**src/rtl/multicycle_ctrl.sv**
```systemverilog
// Main control FSM for the shared-ALU multicycle RV32I datapath: sequences each
// instruction through 3-5 steps, drives the datapath selects/enables and decodes the ALU op.
module multicycle_ctrl #(
    parameter bit ENABLE_UPPER = 1'b1
) (
    input  logic       clk,
    input  logic       reset,
    input  logic [6:0] op,
    input  logic [2:0] funct3,
    input  logic       funct7b5,
    input  logic       zero,
    input  logic       mem_ready,
    output logic       pc_write,
    output logic       adr_src,
    output logic       mem_write,
    output logic       ir_write,
    output logic [1:0] result_src,
    output logic [1:0] alu_src_a,
    output logic [1:0] alu_src_b,
    output logic [2:0] imm_src,
    output logic [3:0] alu_control,
    output logic       reg_write,
    output logic       illegal
);

    localparam logic [6:0] OP_LOAD  = 7'b0000011;
    localparam logic [6:0] OP_STORE = 7'b0100011;
    localparam logic [6:0] OP_R     = 7'b0110011;
    localparam logic [6:0] OP_I     = 7'b0010011;
    localparam logic [6:0] OP_BR    = 7'b1100011;
    localparam logic [6:0] OP_JAL   = 7'b1101111;
    localparam logic [6:0] OP_JALR  = 7'b1100111;
    localparam logic [6:0] OP_LUI   = 7'b0110111;
    localparam logic [6:0] OP_AUIPC = 7'b0010111;

    localparam logic [3:0] ALU_ADD  = 4'b0000;
    localparam logic [3:0] ALU_SUB  = 4'b0001;
    localparam logic [3:0] ALU_AND  = 4'b0010;
    localparam logic [3:0] ALU_OR   = 4'b0011;
    localparam logic [3:0] ALU_XOR  = 4'b0100;
    localparam logic [3:0] ALU_SLT  = 4'b0101;
    localparam logic [3:0] ALU_SLTU = 4'b0110;
    localparam logic [3:0] ALU_SLL  = 4'b0111;
    localparam logic [3:0] ALU_SRL  = 4'b1000;
    localparam logic [3:0] ALU_SRA  = 4'b1001;

    typedef enum logic [3:0] {
        S_FETCH, S_DECODE, S_MEMADR, S_MEMREAD, S_MEMWB, S_MEMWRITE,
        S_EXECR, S_EXECI, S_ALUWB, S_BRANCH, S_JAL, S_JALR, S_JALR_LINK,
        S_UPPER, S_TRAP
    } state_t;

    state_t     r_state;
    state_t     w_next;
    logic       r_illegal;
    logic [3:0] w_alu_dec;
    logic       w_upper_op;
    logic       w_branch_ok;

    assign w_upper_op  = (op == OP_LUI) || (op == OP_AUIPC);
    assign w_branch_ok = (funct3 == 3'b000) || (funct3 == 3'b001);

    always_comb begin
        w_next = r_state;
        case (r_state)
            S_FETCH:     w_next = mem_ready ? S_DECODE : S_FETCH;
            S_DECODE: begin
                case (op)
                    OP_LOAD, OP_STORE: w_next = S_MEMADR;
                    OP_R:              w_next = S_EXECR;
                    OP_I:              w_next = S_EXECI;
                    OP_BR:             w_next = S_BRANCH;
                    OP_JAL:            w_next = S_JAL;
                    OP_JALR:           w_next = S_JALR;
                    default:           w_next = (w_upper_op && ENABLE_UPPER) ? S_UPPER : S_TRAP;
                endcase
            end
            S_MEMADR:    w_next = (op == OP_LOAD) ? S_MEMREAD : S_MEMWRITE;
            S_MEMREAD:   w_next = mem_ready ? S_MEMWB : S_MEMREAD;
            S_MEMWB:     w_next = S_FETCH;
            S_MEMWRITE:  w_next = mem_ready ? S_FETCH : S_MEMWRITE;
            S_EXECR:     w_next = S_ALUWB;
            S_EXECI:     w_next = S_ALUWB;
            S_ALUWB:     w_next = S_FETCH;
            S_BRANCH:    w_next = w_branch_ok ? S_FETCH : S_TRAP;
            S_JAL:       w_next = S_ALUWB;
            S_JALR:      w_next = S_JALR_LINK;
            S_JALR_LINK: w_next = S_ALUWB;
            S_UPPER:     w_next = S_ALUWB;
            S_TRAP:      w_next = S_TRAP;
            default:     w_next = S_FETCH;
        endcase
    end

    // The illegal flag is set on the transition into TRAP so it is already high in TRAP itself.
    always_ff @(posedge clk or posedge reset) begin
        if (reset) begin
            r_state   <= S_FETCH;
            r_illegal <= 1'b0;
        end else begin
            r_state <= w_next;
            if (w_next == S_TRAP) r_illegal <= 1'b1;
        end
    end

    // addi never subtracts: funct7b5 only selects sub for register-register ops.
    always_comb begin
        w_alu_dec = ALU_ADD;
        case (funct3)
            3'b000:  w_alu_dec = (funct7b5 && (r_state == S_EXECR)) ? ALU_SUB : ALU_ADD;
            3'b001:  w_alu_dec = ALU_SLL;
            3'b010:  w_alu_dec = ALU_SLT;
            3'b011:  w_alu_dec = ALU_SLTU;
            3'b100:  w_alu_dec = ALU_XOR;
            3'b101:  w_alu_dec = funct7b5 ? ALU_SRA : ALU_SRL;
            3'b110:  w_alu_dec = ALU_OR;
            3'b111:  w_alu_dec = ALU_AND;
            default: w_alu_dec = ALU_ADD;
        endcase
    end

    always_comb begin
        imm_src = 3'b000;
        case (op)
            OP_STORE:         imm_src = 3'b001;
            OP_BR:            imm_src = 3'b010;
            OP_JAL:           imm_src = 3'b011;
            OP_LUI, OP_AUIPC: imm_src = 3'b100;
            default:          imm_src = 3'b000;
        endcase
    end

    always_comb begin
        pc_write    = 1'b0;
        adr_src     = 1'b0;
        mem_write   = 1'b0;
        ir_write    = 1'b0;
        result_src  = 2'b00;
        alu_src_a   = 2'b00;
        alu_src_b   = 2'b00;
        alu_control = ALU_ADD;
        reg_write   = 1'b0;
        case (r_state)
            S_FETCH: begin
                alu_src_b  = 2'b10;
                result_src = 2'b10;
                ir_write   = mem_ready;
                pc_write   = mem_ready;
            end
            S_DECODE: begin
                alu_src_a = 2'b01;
                alu_src_b = 2'b01;
            end
            S_MEMADR: begin
                alu_src_a = 2'b10;
                alu_src_b = 2'b01;
            end
            S_MEMREAD:  adr_src = 1'b1;
            S_MEMWB: begin
                result_src = 2'b01;
                reg_write  = 1'b1;
            end
            S_MEMWRITE: begin
                adr_src   = 1'b1;
                mem_write = 1'b1;
            end
            S_EXECR: begin
                alu_src_a   = 2'b10;
                alu_control = w_alu_dec;
            end
            S_EXECI: begin
                alu_src_a   = 2'b10;
                alu_src_b   = 2'b01;
                alu_control = w_alu_dec;
            end
            S_ALUWB:    reg_write = 1'b1;
            S_BRANCH: begin
                alu_src_a   = 2'b10;
                alu_control = ALU_SUB;
                pc_write    = ((funct3 == 3'b000) && zero) || ((funct3 == 3'b001) && !zero);
            end
            S_JAL: begin
                alu_src_a = 2'b01;
                alu_src_b = 2'b10;
                pc_write  = 1'b1;
            end
            S_JALR: begin
                alu_src_a  = 2'b10;
                alu_src_b  = 2'b01;
                result_src = 2'b10;
                pc_write   = 1'b1;
            end
            S_JALR_LINK: begin
                alu_src_a = 2'b01;
                alu_src_b = 2'b10;
            end
            S_UPPER: begin
                alu_src_a = (op == OP_LUI) ? 2'b11 : 2'b01;
                alu_src_b = 2'b01;
            end
            default: ;
        endcase
        // Async reset already forces FETCH; gating the strobes kills them in the same cycle.
        if (reset) begin
            pc_write  = 1'b0;
            ir_write  = 1'b0;
            mem_write = 1'b0;
            reg_write = 1'b0;
        end
    end

    assign illegal = r_illegal;

endmodule

```
**config.mk**
```make
export PLATFORM = sky130hd
export DESIGN_NAME = multicycle_ctrl
export DESIGN_NICKNAME = d
export VERILOG_FILES = /design/src/rtl/multicycle_ctrl.sv
export SDC_FILE = /design/constraint.sdc
export NUM_CORES = 1
export LEC_CHECK = 0
export ABC_AREA = 1
export CAP_MARGIN = 20
export CORE_MARGIN = 4
export CORE_UTILIZATION = 40
export DETAILED_ROUTE_END_ITERATION = 7
export PLACE_DENSITY = 0.89
export SYNTH_ARGS = -nofsm -noshare
export SYNTH_HDL_FRONTEND = slang
export SYNTH_SLANG_ARGS = --single-unit
```
**constraint.sdc**
```tcl
create_clock -name clk -period 1.3 [get_ports clk]
set_input_delay 0.26 -clock clk [delete_from_list [all_inputs] [get_ports clk]]
set_output_delay 0.26 -clock clk [all_outputs]
set_load 0.01 [all_outputs]
```
==> results.cfg, run 1 <==
[yosys]
netlist_instances = 128
avgSynthCellArea_um2 = 5.425
synth_compound_area_share_pct = 15.14
synth_cell_types = 24
ys_seq_area_share_pct = 18.02
synthSimpleGateAreaFrac_pct = 54.41
synth-adder-area-share_pct = 0
synth-xor-area-share_pct = 0
synthesis.nets = 143
synth_warnings = 0
syn_area_um2 = 694.4
synthMuxAreaShare_pct = 0
ys_seq_elements = 5
synth_top_family_by_area = simple AND/OR/NAND/NOR gates

[placement]
io_buffers = 33
place_hpwl_um = 2130
gp_congestion = 0.8911
dp_cells = 205

[clocking]
clock-root-buffer = clkbuf_4
cts_made_buffers = 3
cts.sinks = 5
cts-htree-levels = 1
clk_path_buf_depth = 2
hold_buffers = 0

[die]
die_y_um = 49.67
start_util_pct = 44.05
die_w_um = 49.67
num_rows = 14
io_pins = 34

[sta]
grt-worst-endpoint = pc_write
worst-ep-kind = top-level output

[outcome]
status = aborted with a tool error
stop_stage = global routing (5_1_grt)
tool.error = [ERROR DPL-0038] Utilization greater than 100%, impossible to legalize

[global_routing]
grt_max_degree = 6
[logic make-up after synthesis]
| group | count (synthesis) |
|---|---|
| flip-flops | 5 |
| AO/OA/AOI/OAI | 17 |
| buffers and inverters | 23 |
| AND/OR/NAND/NOR | 83 |
[through the flow]
stage	area [um^2]	utilization, %	hold WS [ns]	worst slack, ns
after CTS	1479	93.81	0.4954	-0.3584
after global placement	1267	80.40	0.4473	-0.7775
after floorplan	706.9	-	0.03852	-0.01037
after detailed placement	1267	80.40	0.4586	-0.8121
[timing repair]
| item | in CTS |
|---|---|
| endpoints found under the hold margin | 0 |
| endpoints found under the setup margin | 24 |
| setup buffers | 15 |
| pin swaps | 21 |
| resized for setup | 150 |
[synth_stat cells]
master | n | share of area (%)
a211oi_1 | 1 | 1.1
a21oi_1 | 3 | 2.2
a31o_2 | 1 | 1.3
a31oi_1 | 1 | 0.90
dfrtp_1 | 5 | 18
inv_1 | 20 | 11
inv_2 | 3 | 1.6
nand2_1 | 37 | 20
nand2_2 | 2 | 1.8
nand3_1 | 10 | 7.2
nand3_2 | 1 | 1.4
nand4_1 | 3 | 2.7
nor2_1 | 18 | 9.7
nor2_2 | 3 | 2.7
nor2_4 | 1 | 1.6
nor3_1 | 4 | 2.9
nor3_2 | 1 | 1.4
nor3b_1 | 1 | 1.1
nor4_1 | 1 | 0.90
o211ai_1 | 3 | 3.2
o21a_1 | 1 | 1.1
o21ai_0 | 6 | 4.3
o31ai_1 | 1 | 1.1
or2_1 | 1 | 0.90
==> inputs of run 2 (changes only) <==
- CORE_AREA: not set -> 4 4 65 67
- CORE_MARGIN: 4 -> not set
- CORE_UTILIZATION: 40 -> not set
- DIE_AREA: not set -> 0 0 69 71
- PLACE_DENSITY: 0.89 -> not set
- PLACE_DENSITY_LB_ADDON: not set -> 0.15
==> run 2 against run 1 <==
The flow now finishes, with violations (setup timing). Area after synthesis unchanged. Synthesized cell count unchanged.
==> results.cfg, run 2 <==
[yosys]
synth_cell_types = 24
yosys.area.top_type_share_pct = 20.00
ys_seq_area_share_pct = 18.02
async_flop_share_pct = 100.0
synth_ff_type = dfrtp_1
avgSynthCellArea_um2 = 5.425
netlist_instances = 128
syn_area_um2 = 694.4
netlist_top_cells_area = nand2_1, dfrtp_1, inv_1
synth_area_leader_cell = nand2_1
synth.most_common_cell = nand2_1
synth-edff-count = 0
synthesis.nets = 143
ys_seq_elements = 5
synth_top_cells_by_count = nand2_1, inv_1, nor2_1, nand3_1, o21ai_0
synth_warnings = 0

[setup_path]
path_max_fanout = 5
r2r_cells = 10
start_kind = flip-flop
crit_arrival_ns = 1.36
worstSetupStartpoint = r_state[1]
endpoint_kind = output port
rr_startpoint = r_state[3]
required_ns = 1.04
critPathKind = reg -> out

[global_routing]
grt_use_met2_pct = 22.25
grt_overflow = 0
grt_max_degree = 6
use_met1_pct = 13.87
met3_usage_pct = 2.841
grt_busiest_layer = met2
grt_pass1_vias = 1202
grt_pass1_wl_um = 5037
antenna_found_initial = 0
grtUsageTotal_pct = 11.95

[routing]
ant_nets = 0
num_vias = 1154
drt-initial-drc-count = 33
wl_per_cell_um = 11.70
routed_wl_um = 3030
vias_per_cell = 4.456
remaining_drc_errors = 0
first_pass_iters = 4

[layout]
stdcell_count = 259
final_cell_mix = buf_4, nand2_1, buf_6
largest_register_ff_count = 4
final_common_cell = buf_4
largest_register = r_state
areaGrowthSynthToFinish_pct = 143.8
insertedDiodeCount = 0
fin_nets = 227
final_util_pct = 46.59
final_layout_size_suffix_gt1_share_pct = 65.40
design_area_mm2 = 0.001693

[die]
die_area_mm2 = 0.004899
die_y_um = 71
io_pins = 34
core_area_mm2 = 0.003633
die_w_um = 69
num_rows = 22
start_util_pct = 19.11

[placement]
dp_slack_ns = -0.8398
dp_cells = 240
gp_congestion = 0.7872
place_area_mm2 = 0.001330
place_hpwl_um = 2153
io_buffers = 33

[sta]
slew_headroom_pct = 82.31
fin_ws_ns = -0.3197
slew_violations = 0
tightestPinTransition_ns = 0.2626
final.period_utilization_pct = 124.6
fin_crit_ns = 1.620
fmax_ghz = 0.6174
clock_skew_ns = 0.002120
hold_viol_final = 0
rsz0062_at_grt = true
holdWs_ns = 0.4567
setup_tns_ns = -4.278
setup_violations = 19

[clocking]
path_clk_slew_ns = 0.03
cts_made_buffers = 3
clk_path_buf_depth = 2
hold_buffers = 0
clk_latency_ns = 0.22
cts-htree-levels = 1
cts_tree = yes
cts.sinks = 5
clock-root-buffer = clkbuf_8

[hold_path]
min_from = illegal
whs_path_depth = 2
hold_path_class = reg -> reg

[outcome]
violations = setup timing
status = finished, violations left

[pwr]
p_leak_nw = 0.9140
finalPower_mw = 2.505
irDropWorstVdd_mv = 0.4742
p_per_area_mw_per_mm2 = 1480

[run]
cap_violations = 0
## run 2: cell families (layout without fill, tap and decap cells)
family / after synthesis / count (layout) / share of synthesized area, %
buffers and inverters: 23 / 106 / 12.43
flip-flops: 5 / 5 / 18.02
AO/OA/AOI/OAI: 17 / 17 / 15.14
AND/OR/NAND/NOR: 83 / 83 / 54.42
## run 2: path summary, 6_finish.rpt
check	slack [ns]	to
worst max-delay path	-0.32	pc_write
worst min-delay path	0.46	illegal
worst max register to register	-0.20	illegal
worst min register to register	0.46	illegal
max in group asynchronous	0.56	r_state[0]
min in group asynchronous	0.55	illegal
## run 2: what timing repair did
item / 4_1_cts / 5_1_grt
endpoints found under the setup margin: 24 / 23
buffers inserted: 13 / 6
pin swaps: 25 / 25
resized for setup: 147 / 53
## run 2: cell type report
type	instances	area (um^2)
multi-input combinational	100	719.4
sequential	5	130.1
inverter	23	98.84
timing repair buffer	79	639.4
fill	395	1941
tap	48	60.06
clock buffer	4	45.04
## run 2: per-layer routing
layer / wire, um / part of all wire, % / vias up
met2: 1630 / 54 / 26
li1: - / - / 580
met5: 0 / 0 / -
met1: 1275 / 42 / 546
met3: 116 / 3.8 / 2
met4: 7 / 0.23 / 0
## run 2: power by group
part / internal [mW] / leakage [nW] / switching [mW] / total [mW]
combinational: 0.938 / 0.836 / 0.965 / 1.90
clock: 0.210 / 0.0228 / 0.0700 / 0.280
sequential: 0.214 / 0.0553 / 0.107 / 0.322
## run 2: worst max-delay path: stages (launching register included)
cell and delay (ns):
dfrtp_2 0.46, inv_4 0.10, nand2_4 0.06, nor2_4 0.15
nand3_2 0.08, a31oi_2 0.15, buf_2 0.15
Note: power is estimated with default switching activity, not from simulation.
